`config.mk`:
```
export PLATFORM = sky130hd
export DESIGN_NAME = disp_adapt
export DESIGN_NICKNAME = d
export VERILOG_FILES = /design/src/rtl/disp_adapt_pkg.sv /design/src/rtl/disp_chan_conv.sv /design/src/rtl/disp_adapt.sv
export SDC_FILE = /design/constraint.sdc
export NUM_CORES = 1
export LEC_CHECK = 0
export ABC_AREA = 1
export CAP_MARGIN = 20
export CELL_PAD_IN_SITES_DETAIL_PLACEMENT = 1
export CELL_PAD_IN_SITES_GLOBAL_PLACEMENT = 1
export CORE_MARGIN = 10
export CORE_UTILIZATION = 42
export DETAILED_ROUTE_END_ITERATION = 7
export PLACE_DENSITY = 0.92
export SYNTH_ARGS = -nofsm -noshare
export SYNTH_HDL_FRONTEND = slang
export SYNTH_SLANG_ARGS = --single-unit
```
`constraint.sdc`:
```
create_clock -name clk_pix -period 5.15 [get_ports clk_pix]
set_input_delay 1.03 -clock clk_pix [delete_from_list [all_inputs] [get_ports clk_pix]]
set_output_delay 1.03 -clock clk_pix [all_outputs]
set_load 0.02 [all_outputs]
```
`src/rtl/disp_adapt_pkg.sv`:
```
// Shared display-adapter codes: narrowing modes and the 2x2 Bayer ordering.
// Latency: n/a (constants and a pure function only).
// Backpressure: n/a.
package disp_adapt_pkg;

    localparam int DISP_MODE_TRUNC  = 0;
    localparam int DISP_MODE_ROUND  = 1;
    localparam int DISP_MODE_DITHER = 2;

    // Bayer rank from pixel parity: (0,0)->0, (1,0)->2, (0,1)->3, (1,1)->1
    function automatic logic [1:0] disp_bayer(input logic x0, input logic y0);
        return {x0 ^ y0, y0};
    endfunction

endpackage

```
`src/rtl/disp_chan_conv.sv`:
```
// Single colour channel width converter: replicate, pass, truncate, round or dither.
// Latency: purely combinational, zero cycles.
// Backpressure: none; output follows input every cycle.
module disp_chan_conv
    import disp_adapt_pkg::*;
#(
    parameter int BPC_IN  = 5,
    parameter int BPC_OUT = 8,
    parameter int MODE    = DISP_MODE_TRUNC
) (
    input  logic [BPC_IN-1:0]  c,
    input  logic               x0,
    input  logic               y0,
    output logic [BPC_OUT-1:0] o
);

    generate
        if (BPC_OUT > BPC_IN) begin : g_widen
            logic unused_xy;
            assign unused_xy = x0 ^ y0;

            // Repeat the input MSB-first so 0 stays 0 and all-ones stays all-ones
            always_comb begin
                o = '0;
                for (int i = 0; i < BPC_OUT; i++) begin
                    o[BPC_OUT-1-i] = c[BPC_IN-1-(i % BPC_IN)];
                end
            end
        end else if (BPC_OUT == BPC_IN) begin : g_pass
            logic unused_xy;
            assign unused_xy = x0 ^ y0;
            assign o = c;
        end else begin : g_narrow
            localparam int D  = BPC_IN - BPC_OUT;
            localparam int SH = (D >= 2) ? D - 2 : 0;

            logic [1:0]      bay;
            logic [BPC_IN:0] add;
            logic [BPC_IN:0] sum;
            logic            unused_lo;

            // Pick the bias added before the low D bits are dropped; unknown modes truncate
            always_comb begin
                bay = disp_bayer(x0, y0);
                add = '0;
                if (MODE == DISP_MODE_ROUND) begin
                    add = (BPC_IN+1)'(1) << (D - 1);
                end else if (MODE == DISP_MODE_DITHER) begin
                    if (D >= 2) begin
                        add = (BPC_IN+1)'(bay) << SH;
                    end else begin
                        add = (BPC_IN+1)'(bay >> 1);
                    end
                end
            end

            // One spare bit catches the carry so the result saturates instead of wrapping
            assign sum       = {1'b0, c} + add;
            assign o         = sum[BPC_IN] ? '1 : sum[BPC_IN-1:D];
            assign unused_lo = ^{sum[D-1:0], bay};
        end
    endgenerate

endmodule

```
`src/rtl/disp_adapt.sv`:
```
// Display output adapter: per-channel width conversion, aligned sync delay, frame checksum.
// Latency: PIPE clk_pix cycles for every out_*; frame stats update one cycle after out_frame.
// Backpressure: none; free-running pixel stream, one pixel accepted every cycle.
module disp_adapt
    import disp_adapt_pkg::*;
#(
    parameter int BPC_IN  = 5,
    parameter int BPC_OUT = 8,
    parameter int CORDW   = 16,
    parameter int PIPE    = 2,
    parameter int MODE    = DISP_MODE_DITHER
) (
    input  logic                    clk_pix,
    input  logic                    rst_pix,
    input  logic signed [CORDW-1:0] in_x,
    input  logic signed [CORDW-1:0] in_y,
    input  logic                    in_de,
    input  logic                    in_frame,
    input  logic [BPC_IN-1:0]       in_r,
    input  logic [BPC_IN-1:0]       in_g,
    input  logic [BPC_IN-1:0]       in_b,
    output logic signed [CORDW-1:0] out_x,
    output logic signed [CORDW-1:0] out_y,
    output logic                    out_de,
    output logic                    out_frame,
    output logic [BPC_OUT-1:0]      out_r,
    output logic [BPC_OUT-1:0]      out_g,
    output logic [BPC_OUT-1:0]      out_b,
    output logic [15:0]             frame_count,
    output logic [31:0]             frame_sum,
    output logic                    sum_valid
);

    logic [BPC_OUT-1:0] cr, cg, cb;

    disp_chan_conv #(.BPC_IN(BPC_IN), .BPC_OUT(BPC_OUT), .MODE(MODE)) u_conv_r (
        .c(in_r), .x0(in_x[0]), .y0(in_y[0]), .o(cr)
    );
    disp_chan_conv #(.BPC_IN(BPC_IN), .BPC_OUT(BPC_OUT), .MODE(MODE)) u_conv_g (
        .c(in_g), .x0(in_x[0]), .y0(in_y[0]), .o(cg)
    );
    disp_chan_conv #(.BPC_IN(BPC_IN), .BPC_OUT(BPC_OUT), .MODE(MODE)) u_conv_b (
        .c(in_b), .x0(in_x[0]), .y0(in_y[0]), .o(cb)
    );

    logic signed [CORDW-1:0] px  [PIPE];
    logic signed [CORDW-1:0] py  [PIPE];
    logic                    pde [PIPE];
    logic                    pfr [PIPE];
    logic [BPC_OUT-1:0]      pr  [PIPE];
    logic [BPC_OUT-1:0]      pg  [PIPE];
    logic [BPC_OUT-1:0]      pb  [PIPE];

    // Stage 0 captures converted, blanked colour; later stages are plain delay
    always_ff @(posedge clk_pix or negedge rst_pix) begin
        if (!rst_pix) begin
            for (int i = 0; i < PIPE; i++) begin
                px[i]  <= '0;
                py[i]  <= '0;
                pde[i] <= 1'b0;
                pfr[i] <= 1'b0;
                pr[i]  <= '0;
                pg[i]  <= '0;
                pb[i]  <= '0;
            end
        end else begin
            px[0]  <= in_x;
            py[0]  <= in_y;
            pde[0] <= in_de;
            pfr[0] <= in_frame;
            pr[0]  <= in_de ? cr : '0;
            pg[0]  <= in_de ? cg : '0;
            pb[0]  <= in_de ? cb : '0;
            for (int i = 1; i < PIPE; i++) begin
                px[i]  <= px[i-1];
                py[i]  <= py[i-1];
                pde[i] <= pde[i-1];
                pfr[i] <= pfr[i-1];
                pr[i]  <= pr[i-1];
                pg[i]  <= pg[i-1];
                pb[i]  <= pb[i-1];
            end
        end
    end

    assign out_x     = px[PIPE-1];
    assign out_y     = py[PIPE-1];
    assign out_de    = pde[PIPE-1];
    assign out_frame = pfr[PIPE-1];
    assign out_r     = pr[PIPE-1];
    assign out_g     = pg[PIPE-1];
    assign out_b     = pb[PIPE-1];

    logic [31:0] acc;
    logic [31:0] pix_sum;
    logic        primed;

    assign pix_sum = out_de ? (32'(out_r) + 32'(out_g) + 32'(out_b)) : 32'd0;

    // Accumulate visible pixels; on each frame start publish the previous frame (once primed)
    always_ff @(posedge clk_pix or negedge rst_pix) begin
        if (!rst_pix) begin
            acc         <= '0;
            primed      <= 1'b0;
            frame_count <= '0;
            frame_sum   <= '0;
            sum_valid   <= 1'b0;
        end else begin
            sum_valid <= 1'b0;
            if (out_frame) begin
                frame_count <= frame_count + 16'd1;
                // A back-to-back frame pulse never stretches sum_valid to two cycles
                if (primed && !sum_valid) begin
                    frame_sum <= acc;
                    sum_valid <= 1'b1;
                end
                acc    <= pix_sum;
                primed <= 1'b1;
            end else if (out_de) begin
                acc <= acc + pix_sum;
            end
        end
    end

endmodule

```
# Word-level counts from Yosys, hierarchy flattened
# Cells that the tools add are included.
# W data, S select, Z words.
[classes] n_mux=8 n_reduce_logical=4 n_addsub=4
[ops] cell="$mux W32" count=2
[ops] cell="$add A32 B10 Y32" count=1
[ops] cell="$mux W8" count=3
[ops] cell="$add A16 B1 Y16 const B" count=1
[ops] cell="$add A9 B8 Y10" count=1
[ops] cell="$mux W10" count=1
[ops] cell="$add A8 B8 Y9" count=1
[ops] cell="$mux W1" count=2
[ops] cell="$reduce_and A2 Y1" count=1
[ops] cell="$reduce_bool A2 Y1" count=1
[ops] cell="$logic_and A1 B1 Y1" count=1
[ops] cell="$logic_not A1 Y1" count=1
[totals] wordCells=35 register_bits=198 out_inout_bits=107 in_bits=51

# Depth between registers and ports, before layout
[depth] depth_word=6 mapped_depth=23 ltp_nobuf=23

# By module
# Synthesis repeated with hierarchy kept, for this count alone.
[hier_totals] cells_unflattened=897 hier_area_um2=8670.8
[by_module_without_submodules] mod="disp_adapt" area_each_um2=8490.6 seq_area_each_um2=4954.8 n_inst=1 cells_each=873
[by_module_without_submodules] mod="disp_chan_conv" area_each_um2=60.1 seq_area_each_um2=0.0 n_inst=3 cells_each=8

# Worst setup path after synthesis
# Ideal clock, no wire load.
[synth_path] path_type="reg2reg" startpoint="register pr, in the netlist out_r[6]" endpoint="register acc[20]" setup_ps=117 arrival_ps=3070 n_path_buf=0 stages_incl_launch_ff=23 t_required_ps=5033 synth_period_minus_slack_ps=3187 slack_ps=1963 path_cell_list="dfrtp_1 > fa_1 > ha_1 > inv_1 > fa_1 > inv_1 > nand3_1 > nand2_1 > a21oi_1 > nand2_1 > nand2_1 > nor2_1 > ha_1 > nand2_1 > inv_1 > nand2_1 > nand2_1 > a21oi_1 > nand2_2 > nand3_1 > nand2_1 > nand2_1 > nor2_1"
[synth_between] elab_chain_cells=6
[synth_lines] element="start, declared" line="disp_adapt.sv:50" rtl="logic [BPC_OUT-1:0] pr [PIPE];"
[synth_lines] element="start signal, assigned by index" line="disp_adapt.sv:79" rtl="pr[i] <= pr[i-1];"
[synth_lines] element="$add A8 B8 Y9" line="disp_adapt.sv:98" rtl="assign pix_sum = out_de ? (32'(out_r) + 32'(out_g) + 32'(out_b)) : 32'd0;"
[synth_lines] element="$add A9 B8 Y10" line="disp_adapt.sv:98"
[synth_lines] element="$mux W10" line="disp_adapt.sv:98"
[synth_lines] element="$add A32 B10 Y32" line="disp_adapt.sv:120" rtl="acc <= acc + pix_sum;"
[synth_lines] element="$mux W32" line="disp_adapt.sv:119" rtl="end else if (out_de) begin"
[synth_lines] element="$mux W32" line="disp_adapt.sv:110" rtl="if (out_frame) begin"
[synth_lines] element="end signal, assigned" line="disp_adapt.sv:117" rtl="acc <= pix_sum;"
[synth_lines] element="end signal, assigned" line="disp_adapt.sv:120"
[synth_lines] element="end, declared" line="disp_adapt.sv:94" rtl="logic [31:0] acc;"
# No other way between the ends. The select of a mux whose other input is x is not followed.
# A chain may end at the register's enable or synchronous reset.

# Worst setup path after layout
[layout_path] startpoint="register pr, in the netlist out_r[6]" endpoint="register acc[25]"
# The elaborated chain is that of the path after synthesis.

==> reports/results.tsv <==
stage	metric	value	unit
timing	Clock Skew	0.00861	ns
clock_tree	clock transition at the registers of the reported paths	0.07	ns
global_route	first-pass GRT wire length	34200	µm
logic_synthesis	Netlist cell types	41	
timing	RSZ-0062 raised after global routing	false	
min_path	Hold Path Class	reg -> reg	
logic_synthesis	Post-synth EDFFs	0	
logic_synthesis	Avg Cell Area, Syn	9.47	µm²
worst_setup_path	kind of critical path	reg -> reg	
floorplanning	FP Rows	50	
route	drt drc	0	
worst_setup_path	Worst Path Max Fanout	5	
global_route	total track usage	17.5	%
timing	Setup TNS Final	0	ns
finish	utilization after layout	53.2	%
logic_synthesis	register area share after synthesis	56.9	%
placement	Placed Cells	1161	
global_route	initial antenna violation count	0	
clock_tree	TritonCTS Buffers	17	
route	via count	5900	
floorplanning	core area	18600	µm²
floorplanning	io pins	158	
route	metal1 wirelength	8550	µm
job	Max Cap Violations	0	
finish	# nets final	1020	
global_route	gr ovfl total	0	
floorplanning	Die Span X	157	µm
logic_synthesis	Ys Warns	0	
timing	Slew @ Worst Pin	0.921	ns
clock_tree	H-tree depth	4	
floorplanning	Die Y	157	µm
global_route	pin count of the biggest net entering global routing	100	
timing	Rel. slew slack	38.6	%
route	WL per Instance	17.6	µm
clock_tree	post-CTS resize count	0	
worst_setup_path	crit path cell chain	fa_1 > ha_1 > inv_1 > fa_1 > inv_1 > nand3_1 > nand2_1 > a21oi_1 > nor2_1 > nor2_1 > ha_1 > nand2_2 > nor2_1 > nand3_1 > nand3_1 > nand2_1 > nand2_1 > nand3_1 > nand2_1 > nor2_1	
finish	Fillers	2128	
worst_setup_path	Worst Setup End Kind	flip-flop	
route	DRC marker count from the first detailed-route iteration	247	
route	met2 wire length	10900	µm
timing	Final setup violation count	0	
floorplanning	Initial Util	42.5	%
route	DR vias/cell	4.95	
worst_setup_path	Max stage delay on crit path	0.56	ns
worst_setup_path	Arrival @ worst endpoint	4.04	ns
placement	Port-buffer cells	157	
clock_tree	clk sinks	180	
timing	Hold Vio Cnt, Final	0	
timing	post-route minimum period	3.73	ns
clock_tree	Setup Fix Bufs, Post-CTS	0	
route	DR top layer	met4	
finish	commonest non-fill, non-tap cells in the layout	228 x nand2_1, 180 x dfrtp_1, 156 x clkdlybuf4s50_1	
placement	detailed-placement wirelength estimate	15700	µm
logic_synthesis	Mapped Nets	910	
route	routed wl met3	1250	µm
worst_setup_path	Worst path slowest cell	fa_1	
timing	Max Fclk	268	MHz
power_and_ir_drop	Leak	0.00482	µW
finish	number of diodes	0	
placement	GPL Wtd Cong	0.891	
floorplanning	full die area	24700	µm²
route	Final ANT Viol Nets	0	
clock_tree	clk root buf	clkbuf_16	
logic_synthesis	Async SR Flop Fraction	100	%
logic_synthesis	Mapped Area	7920	µm²
worst_setup_path	critical path launch point type	flip-flop	
worst_setup_path	CP required	5.47	ns
global_route	vias in the first global route	6533	
power_and_ir_drop	power density cells	359	nW/µm²
logic_synthesis	Syn Inst Count	836	
status	status	complete, no violations	
clock_tree	cts hold-fix bufs	0	
clock_tree	CTS tree	yes	
finish	layout cells sized above 1	8.24	%
clock_tree	Max Buffers Root-to-Sink	2	
finish	commonest non-fill, non-tap cell in the layout	nand2_1	
finish	synthesis-to-layout area growth	25.2	%
logic_synthesis	#FFs+latches synth	180	
route	drt pass-1 iters	4	
route	Total Routed Length	21100	µm
logic_synthesis	ys flop type	dfrtp_1	
clock_tree	Clk Latency, worst-skew pair	0.43	ns
timing	final slew viol count	0	
timing	Tcrit/Tclk final	72.3	%
finish	Non-Filler Instances	1193	
power_and_ir_drop	Max VDD drop	0.232	mV
==> state kept, by name, indices dropped and copies added (netlist names), 5 cells and up <==
register,flops
pg,5
pb,5
px,16
frame_sum,32
acc,32
out_b,5
out_g,5
pr,5
out_x,16
out_r,5
frame_count,16
out_y,16
py,16
==> layer usage <==
layer / track usage, % / vias to the layer above
met5: 0 / -
met4: 4.59 / 0
met3: 5.05 / 27
met2: 31.1 / 140
met1: 20.1 / 2946
li1: - / 2787
==> stage by stage <==
stage               worst slack [ns]  total power (µW)  cell area, µm²  hold slack, ns
detailed placement              1.45              2310            9320           0.336
global route                    1.12              3750            9910           0.354
global placement                1.63              2280            9320           0.331
finish                          1.42              3560            9910           0.350
floorplan                       1.96              2010            7920           0.331
CTS                             1.45              3610            9910           0.348
==> power by group <==
| group | leakage (µW) | total, µW | switching (µW) | internal (µW) |
|---|---|---|---|---|
| Clock | 0.000287 | 1280 | 629 | 653 |
| Sequential | 0.00229 | 1600 | 81.4 | 1520 |
| Combinational | 0.00224 | 678 | 400 | 278 |
==> cell families (layout without fill, tap and decap cells) <==
group                      Yosys count  after routing  synth area share (%)
and+or+nand+nor                    383            383                  21.6
AOI/OAI and AO/OA                   64             64                  4.42
DFF                                180            180                  56.9
buffers and inverters              168            291                  10.8
adders and majority gates           23             23                  4.30
xor gates and xnor gates            18             18                  1.99
==> final timing paths <==
kind | cells past startpoint | startpoint | to | slack (ns)
worst max-delay path | 20 | out_r[6] | acc[25] | 1.42
worst min-delay path | 0 | py[18] | out_y[2] | 0.35
worst max register to register | 20 | out_r[6] | acc[25] | 1.42
worst min register to register | 0 | py[18] | out_y[2] | 0.35
max in group asynchronous | 2 | rst_pix | acc[29] | 3.37
min in group asynchronous | 1 | rst_pix | out_y[12] | 0.69
==> critical path: cells and delay by family (launching register included) <==
kind	cells	cell delay (ns)
DFF	1	0.43
buffers and inverters	2	0.18
AOI/OAI and AO/OA	1	0.09
adders and majority gates	4	1.45
and+or+nand+nor	13	1.45
==> layout make-up <==
cell class                 instances  area [µm²]  share of cell area [%]
sequential                       180        4500                    45.4
clock buffer                      17         425                    4.29
tap                              234         293                    2.95
multi-input combinational        488        2560                    25.8
inverter                          98         368                    3.71
clock inverter                    15         161                    1.63
timing repair buffer             161        1600                    16.2
==> cell usage after synthesis, drive strengths merged, types with 2 or more instances <==
master | count | area, µm²
a21oi | 23 | 119
a31oi | 3 | 18.8
and3 | 2 | 12.5
buf | 68 | 483
clkbuf | 2 | 7.51
dfrtp | 180 | 4500
fa | 7 | 140
ha | 16 | 200
inv | 97 | 364
nand2 | 237 | 917
nand3 | 45 | 255
nand3b | 2 | 15.0
nand4 | 14 | 103
nor2 | 71 | 302
nor3 | 8 | 72.6
nor4 | 2 | 18.8
o21ai | 32 | 164
or2 | 2 | 12.5
xnor2 | 8 | 70.1
xor2 | 10 | 87.6
No activity file was read; power rests on OpenSTA's default activity.
==> patch 1 (same settings) <==
`PIPE`: 2 -> 4.
--- a/src/rtl/disp_adapt.sv
+++ b/src/rtl/disp_adapt.sv
@@ -7,7 +7,7 @@
     parameter int BPC_IN  = 5,
     parameter int BPC_OUT = 8,
     parameter int CORDW   = 16,
-    parameter int PIPE    = 2,
+    parameter int PIPE    = 4,
     parameter int MODE    = DISP_MODE_DITHER
 ) (
     input  logic                    clk_pix,
Behaviour: not the same (Yosys sat finds a counterexample within 4 cycles, from zero or initial values and one cycle with rst_pix low).
==> patch 1 against the original RTL <==
Area after synthesis increased by 31%. Die area is 27% higher. Routed wire length grew 17%. Design area is 30% higher. Highest routed layer unchanged. Fmax is 0.12% higher. Sequential cell count is 98 higher. Largest cell class unchanged. Worst setup slack gained 0.0045 ns. Power grew 46%.
==> patch 1: results (changes against the original RTL) <==
status=finished, final reports clean; largest net degree at the start of global routing=118 (+18%); Reg clk slew, reported paths=0.06 ns; 1st-iter DRT viols=389 (+57%); H-tree depth=1 (-3); Worst Max-Slew Pin Slew=0.892 ns (-0.0295 ns); Root Driver=clkbuf_16; met2 track demand over resource=29.2% (-1.9 points); M1 wire length=9.17 mm (+7.2%); grt met1 use=17.7% (-2.4 points); Seq/Total Area, Yosys=67.1% (+10 points); post-synth top area share=67.1% (+10 points); via count=6645 (+13%); global-route wire length before repair=39.9 mm (+17%); clock skew=0.0207 ns (+0.0121 ns); Fill cells=2584 (+21%); gpl congestion=0.887 (-0.50%); met3 Track Usage GR=4.82% (-0.23 points); WL met2=13.2 mm (+21%); commonest non-fill, non-tap cell in the layout=dfrtp_1; post-synth top area cell=dfrtp_1; top post-synthesis cells by area=dfrtp_1 67%, nand2_1 8.3%, buf_4 4.1%; nets@finish=1130 (+11%); antenna cell count=0 (unchanged); maximum VDD drop=263 uV (+13%); Final TNS setup=0 ns (unchanged); Synth Area in Adders=3.28% (-1.0 points); Post-Synthesis Net Count=1008 (+11%); Power Combinational=0.000703 W (+3.7%); 1st-pass router iterations=6 (+2); top cells by count, synth=278 x dfrtp_1, 228 x nand2_1, 91 x inv_1, 61 x nor2_1, 57 x buf_4; met3 wire len=1.90 mm (+52%); final wirelength=24.7 mm (+17%); FF-to-FF path depth=22 (+10%); hold slack=0.345 ns (-0.00438 ns); post-CTS sizing=0 (unchanged); share of cells above drive strength 1=8.82% (+0.58 points); clk_lat worst skew=0.54 ns (+0.11 ns); HPWL after detailed placement=18.1 mm (+15%); CTS Buffer Depth=3 (+1); Comb power frac=13.5% (-5.6 points); Compound-Gate Fraction of Synth Area=3.38% (-1.0 points); sw power=0.00136 W (+22%); post-synthesis xor/xnor area fraction=1.52% (-0.47 points); leakage power total=6.19 nW (+28%); Top Registers=px (48), py (48); Sequential Power=0.00242 W (+51%); worst slack, placed=1.50 ns (+0.0495 ns); asr flop ratio synth=100% (unchanged); CTS Buf Count=28 (+11); HP Class=register to register; number of global-route vias before repair=7513 (+15%); Global Route Usage Sum=15.9% (-1.6 points)
[patch 1: worst paths after layout]
path	start	endpoint	slack, ns
setup / recovery	out_r[6]$_DFF_PN0_	acc[25]$_DFFE_PN0P_	1.43
hold / removal	px[19]$_DFF_PN0_	out_x[3]$_DFF_PN0_	0.35
setup reg to reg	out_r[6]$_DFF_PN0_	acc[25]$_DFFE_PN0P_	1.43
hold reg to reg	px[19]$_DFF_PN0_	out_x[3]$_DFF_PN0_	0.35
max in group asynchronous	rst_pix	py[58]$_DFF_PN0_	3.44
min in group asynchronous	rst_pix	px[38]$_DFF_PN0_	0.54
[patch 1: final cells by class]
class	instances	area [um2]	share of cell area (%)
sequential	278	6960	54.1
clock inverter	17	213	1.65
tap	324	405	3.15
clock buffer	34	743	5.78
multi-input combinational	488	2560	19.9
timing repair buffer	162	1630	12.6
inverter	98	368	2.86
[patch 1: critical path: stages, from the launching register on]
cell	delay [ns]
dfrtp_1	0.41
fa_1	0.54
ha_1	0.16
inv_1	0.07
fa_1	0.35
inv_1	0.12
nand3_1	0.09
nand2_1	0.14
a21oi_1	0.11
nand2_1	0.07
nand2_1	0.04
nor2_1	0.16
ha_1	0.32
nand2_2	0.14
inv_1	0.05
nand2_1	0.06
nand2_1	0.07
inv_1	0.07
nand3_1	0.15
nand2_1	0.10
nand2_1	0.12
a21oi_1	0.17
nor2_1	0.06
[patch 1: metrics by stage]
step | instances | utilization, % | instance area (um2)
finish | 1401 | 52.9 | 12900
global route | 1401 | 52.9 | 12900
CTS | 1401 | 52.9 | 12900
detailed placement | 1350 | 49.0 | 11900
global placement | 1350 | 49.0 | 11900
floorplan | 934 | - | 10400
==> patch 2 (same settings) <==
Made on the original files. Add an input register stage for `in_y`, without a reset; this delays it by one clock. The other inputs are not delayed to match.
--- a/src/rtl/disp_adapt.sv
+++ b/src/rtl/disp_adapt.sv
@@ -31,16 +31,22 @@
     output logic                    sum_valid
 );
 
+    logic signed [CORDW-1:0] in_y_q;
+
+    always_ff @(posedge clk_pix) begin
+        in_y_q <= in_y;
+    end
+
     logic [BPC_OUT-1:0] cr, cg, cb;
 
     disp_chan_conv #(.BPC_IN(BPC_IN), .BPC_OUT(BPC_OUT), .MODE(MODE)) u_conv_r (
-        .c(in_r), .x0(in_x[0]), .y0(in_y[0]), .o(cr)
+        .c(in_r), .x0(in_x[0]), .y0(in_y_q[0]), .o(cr)
     );
     disp_chan_conv #(.BPC_IN(BPC_IN), .BPC_OUT(BPC_OUT), .MODE(MODE)) u_conv_g (
-        .c(in_g), .x0(in_x[0]), .y0(in_y[0]), .o(cg)
+        .c(in_g), .x0(in_x[0]), .y0(in_y_q[0]), .o(cg)
     );
     disp_chan_conv #(.BPC_IN(BPC_IN), .BPC_OUT(BPC_OUT), .MODE(MODE)) u_conv_b (
-        .c(in_b), .x0(in_x[0]), .y0(in_y[0]), .o(cb)
+        .c(in_b), .x0(in_x[0]), .y0(in_y_q[0]), .o(cb)
     );
 
     logic signed [CORDW-1:0] px  [PIPE];
@@ -65,7 +71,7 @@
             end
         end else begin
             px[0]  <= in_x;
-            py[0]  <= in_y;
+            py[0]  <= in_y_q;
             pde[0] <= in_de;
             pfr[0] <= in_frame;
             pr[0]  <= in_de ? cr : '0;
Behaviour: not the same (Yosys sat finds a counterexample within 4 cycles, from zero or initial values and one cycle with rst_pix low).
==> patch 2 against the original RTL <==
Critical path depth rose by 3. Sequential power rose by 8%. Global-route usage decreased by 0.55 points. Clock skew grew 0.0076 ns. Cell count grew 3.9%. Non-clock buffer count shrank 1. Sequential cell count rose by 16. Worst setup slack got worse by 0.12 ns. Routed wire length is 2.0% higher. Area after synthesis increased by 4.0%. Power is 5.7% higher. Design area increased by 3.9%. Fmax fell by 3.1%. Critical path type unchanged. Critical endpoint unchanged. Largest power group unchanged.
==> patch 2: results (changes against the original RTL) <==
Yosys reg bits=196 (+8.9%); Post-Layout Cell Count=1239 (+3.9%); Seq area share=46.9% (+1.4 points); grt met1 use=19.0% (-1.2 points); gpl congestion=0.903 (+1.3%); top post-synthesis cells by area=dfrtp_1 55%, nand2_1 10%, buf_4 5.2%; Sequential Power=0.00173 W (+8%); maximum VDD drop=218 uV (-6.2%); status=finished, final reports clean; PD cells=365 nW/um2 (+1.8%); 1st-iter DRT viols=262 (+6.1%); HPWL after detailed placement=16.1 mm (+2.7%); WL met2=11.1 mm (+1.7%); nets@finish=1035 (+1.5%); share of cells above drive strength 1=8.01% (-0.23 points); multi-input logic portion of the cell area=24.8% (-0.97 points); sw power=0.00117 W (+5.2%); met3 Track Usage GR=5.94% (+0.89 points); asr flop ratio synth=91.8% (-8.2 points); M1 wire length=8.71 mm (+1.9%); power after layout=0.00376 W (+5.7%); Fill cells=2215 (+4.1%); Signal buf overhead=15.5% (-0.68 points); final wirelength=21.5 mm (+2.0%); clock-net power=0.00135 W (+5%); Post-Synthesis Net Count=926 (+1.8%); Worst Max-Slew Pin Slew=0.879 ns (-0.0417 ns); Synth Area per Inst=9.67 um2 (+2.1%); global-route wire length before repair=35.0 mm (+2.3%); clock skew=0.0162 ns (+0.00759 ns); Post-Place Cell Area=9680 um2 (+3.8%)
==> patch 2: cell count changes after synthesis, sizes merged <==
| cell | before | now |
|---|---|---|
| dfxtp | 0 | 16 |
==> patch 2: worst min-delay path by stage <==
stage | start | endpoint | slack, ns | cells past startpoint
after detailed placement | in_y_q[15]$_DFF_P_ | py[31]$_DFF_PN0_ | 0.32 | 0
final | in_y_q[6]$_DFF_P_ | py[22]$_DFF_PN0_ | 0.33 | 0
after global placement | in_y_q[1]$_DFF_P_ | py[17]$_DFF_PN0_ | 0.32 | 0
after global routing | in_y_q[12]$_DFF_P_ | py[28]$_DFF_PN0_ | 0.34 | 0
after CTS | in_y_q[15]$_DFF_P_ | py[31]$_DFF_PN0_ | 0.33 | 0
after floorplan | in_y_q[0]$_DFF_P_ | py[16]$_DFF_PN0_ | 0.32 | 0
==> patch 2: cell families (layout without fill, tap and decap cells) <==
group                      Yosys count  count (layout)  share of synthesized area, %
xor gates and xnor gates            18              18                          1.91
AOI/OAI and AO/OA                   64              64                          4.25
and+or+nand+nor                    383             383                          20.7
buffers and inverters              168             290                          10.4
adders and majority gates           23              23                          4.13
DFF                                196             196                          58.6
==> patch 2: worst reg2reg max path, cell delays in order, from the launching register on <==
cell and delay (ns):
dfrtp_1 0.42, fa_1 0.55, ha_1 0.17, inv_1 0.07, fa_1 0.36, inv_1 0.11
nand3_1 0.08, nand2_1 0.14, a21oi_1 0.12, nand2_1 0.07, nand2_1 0.04, nor2_1 0.18
ha_1 0.32, nand2_2 0.15, inv_1 0.06, nand2_1 0.06, nand2_1 0.08, inv_1 0.08
nand3_1 0.18, nand2_1 0.12, nand2_1 0.11, nand3_1 0.10, nand2_1 0.07, nor2_1 0.13
